`src/rtl/iter_divider.sv`:
```
// Multi-cycle radix-2 restoring divider for RV64 DIV/DIVU/REM/REMU and W variants.
// One quotient bit per clock; divide-by-zero and signed overflow finish in one cycle.
module iter_divider #(
  parameter int unsigned WIDTH = 64
) (
  input  logic             clk,
  input  logic             reset,
  input  logic             valid,
  output logic             ready,
  input  logic [1:0]       op,
  input  logic             word,
  input  logic [WIDTH-1:0] a,
  input  logic [WIDTH-1:0] b,
  input  logic             flush,
  output logic             done,
  output logic [WIDTH-1:0] result
);

  localparam int unsigned CW  = $clog2(WIDTH + 1);
  localparam int unsigned SHW = WIDTH - 32;
  localparam bit          HAS_W = (WIDTH == 64);
  localparam logic [WIDTH-1:0] MIN_D = {1'b1, {(WIDTH-1){1'b0}}};
  localparam logic [WIDTH-1:0] MIN_W = ~WIDTH'(32'h7FFF_FFFF);

  typedef enum logic [1:0] {IDLE, CALC, DONE} state_t;

  state_t state, state_nx;

  logic [CW-1:0]    cnt;
  logic [WIDTH-1:0] rem, quo, dvs;
  logic             neg_q, neg_r, is_rem, word_q;

  logic             accept, word_eff, sgn, a_neg, b_neg, dz, ovf;
  logic [WIDTH-1:0] ea, eb, mag_a, mag_b, spec_sel;
  logic [WIDTH:0]   shifted, trial;
  logic [WIDTH-1:0] rem_nx, quo_nx, q_fin, r_fin, fin;

  function automatic logic [WIDTH-1:0] sext32(input logic [31:0] x);
    return WIDTH'(signed'(x));
  endfunction

  assign accept = valid && ready && !flush;

  // Operand preprocessing and single-cycle special results
  always_comb begin
    word_eff = HAS_W && word;
    sgn      = ~op[0];
    ea       = a;
    eb       = b;
    if (word_eff) begin
      ea = sgn ? sext32(a[31:0]) : WIDTH'(a[31:0]);
      eb = sgn ? sext32(b[31:0]) : WIDTH'(b[31:0]);
    end
    a_neg    = sgn && ea[WIDTH-1];
    b_neg    = sgn && eb[WIDTH-1];
    mag_a    = a_neg ? -ea : ea;
    mag_b    = b_neg ? -eb : eb;
    dz       = (eb == '0);
    ovf      = sgn && (ea == (word_eff ? MIN_W : MIN_D)) && (eb == '1);
    spec_sel = op[1] ? (dz ? ea : '0) : (dz ? '1 : ea);
    if (word_eff) spec_sel = sext32(spec_sel[31:0]);
  end

  // One restoring step plus sign fix-up of the would-be final values
  always_comb begin
    shifted = {rem, quo[WIDTH-1]};
    trial   = shifted - {1'b0, dvs};
    rem_nx  = shifted[WIDTH-1:0];
    quo_nx  = {quo[WIDTH-2:0], 1'b0};
    if (!trial[WIDTH]) begin
      rem_nx = trial[WIDTH-1:0];
      quo_nx = {quo[WIDTH-2:0], 1'b1};
    end
    q_fin = neg_q ? -quo_nx : quo_nx;
    r_fin = neg_r ? -rem_nx : rem_nx;
    fin   = is_rem ? r_fin : q_fin;
    if (word_q) fin = sext32(fin[31:0]);
  end

  always_comb begin
    state_nx = state;
    case (state)
      IDLE:    if (accept) state_nx = (dz || ovf) ? DONE : CALC;
      CALC:    if (cnt == CW'(1)) state_nx = DONE;
      DONE:    state_nx = IDLE;
      default: state_nx = IDLE;
    endcase
    if (flush) state_nx = IDLE;
  end

  always_ff @(posedge clk or posedge reset) begin
    if (reset) begin
      state <= IDLE;
      ready <= 1'b1;
      done  <= 1'b0;
    end else begin
      state <= state_nx;
      ready <= (state_nx == IDLE);
      done  <= (state_nx == DONE);
    end
  end

  // Word mode pre-shifts the dividend so 32 steps leave the quotient in the low half
  always_ff @(posedge clk or posedge reset) begin
    if (reset) begin
      cnt    <= '0;
      rem    <= '0;
      quo    <= '0;
      dvs    <= '0;
      neg_q  <= 1'b0;
      neg_r  <= 1'b0;
      is_rem <= 1'b0;
      word_q <= 1'b0;
      result <= '0;
    end else if (accept) begin
      cnt    <= (dz || ovf) ? '0 : (word_eff ? CW'(32) : CW'(WIDTH));
      rem    <= '0;
      quo    <= word_eff ? (mag_a << SHW) : mag_a;
      dvs    <= mag_b;
      neg_q  <= a_neg ^ b_neg;
      neg_r  <= a_neg;
      is_rem <= op[1];
      word_q <= word_eff;
      if (dz || ovf) result <= spec_sel;
    end else if (state == CALC && !flush) begin
      rem <= rem_nx;
      quo <= quo_nx;
      cnt <= cnt - CW'(1);
      if (cnt == CW'(1)) result <= fin;
    end
  end

endmodule

```
`config.mk`:
```
export PLATFORM = sky130hd
export DESIGN_NAME = iter_divider
export DESIGN_NICKNAME = d
export VERILOG_FILES = /design/src/rtl/iter_divider.sv
export SDC_FILE = /design/constraint.sdc
export NUM_CORES = 1
export LEC_CHECK = 0
export CORE_MARGIN = 5
export CORE_UTILIZATION = 36
export CTS_BUF_LIST = sky130_fd_sc_hd__clkbuf_4
export CTS_CLUSTER_SIZE = 10
export DETAILED_ROUTE_END_ITERATION = 10
export SYNTH_ARGS = -nofsm -noshare
export SYNTH_HDL_FRONTEND = slang
export SYNTH_SLANG_ARGS = --single-unit
```
`constraint.sdc`:
```
create_clock -name clk -period 9.3 [get_ports clk]
set_input_delay 1.86 -clock clk [delete_from_list [all_inputs] [get_ports clk]]
set_output_delay 1.86 -clock clk [all_outputs]
set_load 0.01 [all_outputs]
```
==> flow_summary.ini, run 1 <==
[outcome]
status = complete, no violations

[setup_path]
critical_path_required_ns = 10.01
rr_worst_depth = 25
endpoint_kind = flip-flop
r2r_slack_ns = 2.34
crit_path_start_kind = primary input
r2r_start = quo[63]$_DFFE_PP0P_
reg2reg_to = result[62]$_DFFE_PP0P_
worstSetupPathType = in2reg
cp_max_fo = 62
arrival_ns = 8.30

[floorplanning]
start_util_pct = 36.1
die_area_um2 = 75300
die-height_um = 274
die_w_um = 274
io-pin-count = 201
fp-row-count = 97
core_um2 = 69700

[synth]
post-synth-top-count-cell = o21ai_0
synthesis.area_um2 = 25200
synth_edf_count = 0
synthTopCellsByArea = dfrtp_1 27%, o21ai_0 7.5%, a21oi_1 6.2%, nand2_1 5.4%, nor2_1 4.6%
ys.flop_type = dfrtp_1
async_flop_share_pct = 100
synth_top_cell_by_area = dfrtp_1
synth_area_per_cell_um2 = 7.54
ys_ff_latch = 271
ys_warn_count = 0
synthTopCellsByCount = 375 x o21ai_0, 365 x nand2_1, 312 x a21oi_1
netlist_instances = 3337
synth_cell_types = 111
syn_nets = 3544
yosysSeqAreaShare_pct = 27.0
synth.top_cell.area_share_pct = 26.8

[sta]
period_needed_ns = 7.58
rsz0062_at_grt = no
clock_skew_ns = 0.0843
worst_pin_slew_ns = 1.16
setup_tns_ns = 0
max_freq_mhz = 132
setup_viol = 0
slew_headroom_pct = 21.6
period_share_pct = 81.5
drv_slew = 0
hold_viol_final = 0

[layout]
multi_input_area_um2 = 17200
fin_nets = 3664
layout-drive-gt1-share_pct = 7.53
synthToLayoutAreaGrowth_pct = 14.8
regArea_um2 = 6790
fill_cells = 7295

[power]
power.share.clock_pct = 25.9
finalPower_mw = 4.60
ir_worst_vdd_uv = 85.6
comb_power_share_pct = 39.7
power.internal_mw = 2.65
seqPwrFrac_pct = 34.4
p_leak_nw = 11.5
net-switching-power_mw = 1.95
powerDensity_nw_per_um2 = 159
swShare_pct = 42.4

[clock_tree]
cts_buffers = 83
cts_root_buf = clkbuf_4
cts_tree = done
clk_latency_ns = 0.85
h-tree-depth = 3
cts_buffer_depth = 3
ctsResizeCount = 0
cts_sinks = 271
holdBufCountCts = 0
clkSlewWorstSetupHoldPaths_ns = 0.06
cts_setup_buffers = 0

[detailed_routing]
postRouteAntennaNets = 0
vias = 27071
drt_pass1_iterations = 6
initialDrtViolationCount = 2726
post_drt_wl_per_cell_um = 23.3
drt_wl_total_mm = 104
post_drt_via_cell_ratio = 6.07
route.detailed.drc = 0

[min_path]
hold_depth = 2
holdPathEnd = dvs[44]$_DFFE_PP0P_
holdCritStartpoint = dvs[44]$_DFFE_PP0P_
hold_path_class = reg2reg

[placed_design]
hpwl_mm = 79.6
io_buffers = 200
gp_congestion = 0.979

[grt]
grt-ovfl-total = 0
grt_pass1_wl_mm = 157
grt_pass1_vias = 25085
grtUsageTotal_pct = 26.7
antenna_found_initial = 3
grt_max_degree = 154

[run]
drv_cap = 0
[cells in the final DEF, fill, tap and decap left out, types with 28 or more instances in the layout]
cell type,n
a211oi_1,34
a21o_1,28
a21oi_1,308
a22oi_1,63
a31oi_1,48
buf_4,41
clkbuf_4,109
clkdlybuf4s50_1,199
dfrtp_1,267
ha_1,71
inv_1,106
mux2i_1,50
nand2_1,365
nand3_1,52
nand4_1,52
nor2_1,304
nor3_1,72
nor4_1,52
o211ai_1,30
o21ai_0,375
o22ai_1,28
o31ai_1,55
or3_1,41
or4_1,32
xnor2_1,129
xor2_1,129
[logic make-up (layout without fill, tap and decap cells)]
kind of cell               after synthesis  after routing  share of synthesized area (%)
AOI/OAI and AO/OA                     1225           1225                           30.7
xor gates and xnor gates               258            258                           8.98
adders and majority gates               72             72                           3.61
buffers and inverters                  316            497                           5.08
DFF                                    271            271                           27.0
muxes                                   59             59                           2.41
other                                    0              1                              0
and+or+nand+nor                       1136           1136                           22.2
[stage by stage]
| step | instance area, um^2 | hold slack, ns | util [%] | std cells | worst slack (ns) |
|---|---|---|---|---|---|
| finish | 28900 | 0.479 | 41.5 | 4459 | 1.72 |
| detailed placement | 27900 | 0.472 | 40.0 | 4312 | 0.999 |
| global placement | 27900 | 0.462 | 40.0 | 4312 | 1.01 |
| CTS | 28900 | 0.487 | 41.5 | 4458 | 1.92 |
| global route | 28900 | 0.503 | 41.5 | 4459 | 1.43 |
| floorplan | 25200 | 0.449 | - | 3337 | 3.50 |
[how the worst max path moves through the flow]
stage                             start                endpoint  slack, ns
global placement                  b[22]  result[39]$_DFFE_PP0P_       1.01
finish                            b[22]  result[39]$_DFFE_PP0P_       1.72
floorplan           rem[22]$_DFFE_PP0P_  result[60]$_DFFE_PP0P_       3.50
CTS                               b[22]  result[39]$_DFFE_PP0P_       1.92
global route                      b[22]  result[39]$_DFFE_PP0P_       1.43
detailed placement                b[22]  result[39]$_DFFE_PP0P_        1.0
[layer usage]
layer / vias to the layer above / part of all wire, % / global-route usage [%]
li1: 12658 / - / -
met1: 12933 / 43 / 36.8
met2: 1292 / 45 / 41.5
met3: 188 / 7.8 / 3.67
met4: 0 / 4.6 / 12.0
met5: - / 0 / 0
[worst max-delay path, stage by stage]
cell	delay, ns
clkdlybuf4s50_1	0.48
or4_1	0.61
or4_1	0.49
or3_1	0.37
nor3_1	0.81
nand2_1	0.23
nor2_2	0.54
nand2_1	0.31
and2_1	0.27
nand2b_1	0.20
nand2_4	0.50
nand3_1	0.86
a2111oi_1	0.65
nor2_1	0.10
[power by group through the flow]
| stage | registers, mW | logic (mW) | clock network [mW] |
|---|---|---|---|
| finish | 1.59 | 1.83 | 1.19 |
| global route | 1.60 | 1.99 | 1.27 |
| CTS | 1.58 | 1.80 | 1.22 |
| detailed placement | 1.59 | 1.79 | 0 |
| global placement | 1.60 | 1.79 | 0 |
| floorplan | 1.54 | 1.15 | 0 |
[registers in the layout, summed over array words and instances, names as in the netlist, 2 cells and up]
signal	cells
state	2
dvs	64
quo	64
rem	64
cnt	7
result	64
[cell type report]
class                      instances  share of cell area, %
multi-input combinational       2750                   59.5
sequential                       271                   23.5
timing repair buffer             242                   8.05
tap                              940                   4.07
clock buffer                     109                   2.83
inverter                         109                   1.43
clock inverter                    37                  0.645
antenna                            1                0.00866
Power figures use the tool's default switching activity.
==> run 2: changes to the inputs <==
clock period = 7.7 ns   (was 9.3 ns; I/O delays follow)
==> run 2 against run 1 <==
  * Global-route usage is 0.26 points higher
  * Design area is 0.24% higher
  * First-iteration DRC count is 9.2% lower
  * Register-to-register slack worse by 1.3 ns
  * Critical path depth is 10 higher
  * Critical endpoint is now result[58]$_DFFE_PP0P_
  * Combinational power is 22% higher
  * Sequential cell count stayed put
  * Hold slack better by 0.0024 ns
  * Clock power is 24% higher
  * Worst setup slack worse by 0.64 ns
==> flow_summary.ini, run 2 (synthesis gave the netlist of run 1 again) <==
[run]
drv_cap = 0

[power]
ir_worst_vdd_uv = 92.0
comb_power_share_pct = 39.8
net-switching-power_mw = 2.39
finalPower_mw = 5.62
power.share.clock_pct = 26.2
powerDensity_nw_per_um2 = 194
seqPwrFrac_pct = 34.0
power.internal_mw = 3.24
swShare_pct = 42.5
p_leak_nw = 11.5

[clock_tree]
cts_root_buf = clkbuf_4
cts_buffers = 81
clkSlewWorstSetupHoldPaths_ns = 0.07
cts_sinks = 271
ctsResizeCount = 0
cts_buffer_depth = 3
cts_tree = done
h-tree-depth = 3
holdBufCountCts = 0
clk_latency_ns = 0.86
cts_setup_buffers = 0

[grt]
grt_pass1_wl_mm = 158
grt_pass1_vias = 25148
grtUsageTotal_pct = 26.9
grt_max_degree = 156
antenna_found_initial = 1
grt-ovfl-total = 0

[setup_path]
cp.depth = 24
reg2reg_to = result[58]$_DFFE_PP0P_
r2r_start = quo[63]$_DFFE_PP0P_
crit_end = result[58]$_DFFE_PP0P_
endpoint_kind = flip-flop
crit_chain = inv_1 > ha_1 > fa_1 > nor2b_1 > o311ai_1 > a21bo_2 > a21boi_4 > o21ai_2 > mux2_4 > nor2_4 > inv_2 > a21oi_1 > ha_1 > nand4_1 > or4_1 > nor3_1 > nand2_1 > a21oi_1 > a41oi_1 > nand2_1 > nor4b_1 > nand3_1 > nor4b_1 > a21oi_1
arrival_ns = 7.41
crit_top_cell = a21oi_1
cp_max_fo = 5
crit_path_top_delay_cell = nor4b_1
rr_worst_depth = 24
r2r_slack_ns = 1.08
critical_path_required_ns = 8.48
slowest_delay_ns = 0.82
cp-startpoint = quo[63]$_DFFE_PP0P_
path_buf_inv = 2
worstSetupPathType = reg2reg
crit_path_start_kind = flip-flop
cp_top_family = simple AND/OR/NAND/NOR gates

[sta]
period_share_pct = 86.0
rsz0062_at_grt = no
max_freq_mhz = 151
setup_tns_ns = 0
period_needed_ns = 6.62
hold_viol_final = 0
worst_pin_slew_ns = 1.44
drv_slew = 0
slew_headroom_pct = 3.11
setup_viol = 0
clock_skew_ns = 0.0855

[floorplanning]
io-pin-count = 201
fp-row-count = 97
start_util_pct = 36.1
die_area_um2 = 75300
die_w_um = 274
core_um2 = 69700
die-height_um = 274

[layout]
synthToLayoutAreaGrowth_pct = 15.0
final_common_cell = o21ai_0
fin_nets = 3665
layout-drive-gt1-share_pct = 7.72
regArea_um2 = 6790
multi_input_area_um2 = 17200
fill_cells = 7289
stdcell_area_um2 = 29000
final_cell_mix = 375 x o21ai_0, 364 x nand2_1, 308 x a21oi_1

[detailed_routing]
drt_pass1_iterations = 6
post_drt_via_cell_ratio = 6.08
post_drt_wl_per_cell_um = 23.6
postRouteAntennaNets = 0
vias = 27151
route.detailed.drc = 0
initialDrtViolationCount = 2475
drt_wl_total_mm = 105

[outcome]
status = complete, no violations

[placed_design]
gp_congestion = 0.960
io_buffers = 200
hpwl_mm = 80.6
place_area_um2 = 27900

[min_path]
hold_path_class = reg2reg
## run 2: area by class of cell
cell class	count	area share (%)
Antenna cell	2	0.0173
Clock buffer	116	3.01
Clock inverter	32	0.588
Inverter	109	1.43
Multi-Input combinational cell	2750	59.3
Sequential cell	271	23.4
Tap cell	940	4.06
Timing Repair Buffer	245	8.15
## run 2: stage by stage
step                      hold WS [ns]  util (%)  setup slack (ns)  instances
after detailed placement         0.471      40.1             0.317       4315
after floorplan                  0.449         -              1.90       3337
final                            0.481      41.6              1.08       4465
after global placement           0.463      40.1             0.449       4315
after global routing             0.510      41.6             0.727       4464
after CTS                        0.484      41.5              1.15       4463
## run 2: worst min path at each step
stage | startpoint | endpoint | slack, ns | cells past startpoint
after floorplan | dvs[39]$_DFFE_PP0P_ | dvs[39]$_DFFE_PP0P_ | 0.45 | 2
after global placement | dvs[39]$_DFFE_PP0P_ | dvs[39]$_DFFE_PP0P_ | 0.46 | 2
after detailed placement | dvs[55]$_DFFE_PP0P_ | dvs[55]$_DFFE_PP0P_ | 0.47 | 2
after CTS | dvs[55]$_DFFE_PP0P_ | dvs[55]$_DFFE_PP0P_ | 0.48 | 2
after global routing | dvs[56]$_DFFE_PP0P_ | dvs[56]$_DFFE_PP0P_ | 0.51 | 2
final | dvs[63]$_DFFE_PP0P_ | dvs[63]$_DFFE_PP0P_ | 0.48 | 2
## run 2: worst register-to-register path, cell delays in order (launching register included)
cell      delay (ns)
dfrtp_1         0.46
inv_1           0.07
ha_1            0.22
fa_1            0.41
nor2b_1         0.32
o311ai_1        0.24
a21bo_2         0.30
a21boi_4        0.28
o21ai_2         0.16
mux2_4          0.35
nor2_4          0.17
inv_2           0.09
a21oi_1         0.26
ha_1            0.29
nand4_1         0.23
or4_1           0.53
nor3_1          0.27
nand2_1         0.10
a21oi_1         0.18
a41oi_1         0.12
nand2_1         0.20
nor4b_1         0.82
nand3_1         0.15
nor4b_1         0.18
a21oi_1         0.18
## run 2: power by group through the flow
stage                     combinational, mW  clock [mW]  sequential (mW)
after global placement                 2.19           0             1.92
after global routing                   2.43        1.58             1.93
after detailed placement               2.19           0             1.92
after floorplan                        1.39           0             1.86
final                                  2.24        1.48             1.91
after CTS                              2.21        1.51             1.90
## run 2: metal layers
| metal | vias to the layer above | track usage (%) | part of all wire, % |
|---|---|---|---|
| li1 | 12668 | - | - |
| met1 | 13020 | 36.5 | 42 |
| met2 | 1250 | 42.5 | 45 |
| met3 | 213 | 4.11 | 8.1 |
| met4 | 0 | 12.0 | 5.0 |
| met5 | - | 0 | 0 |
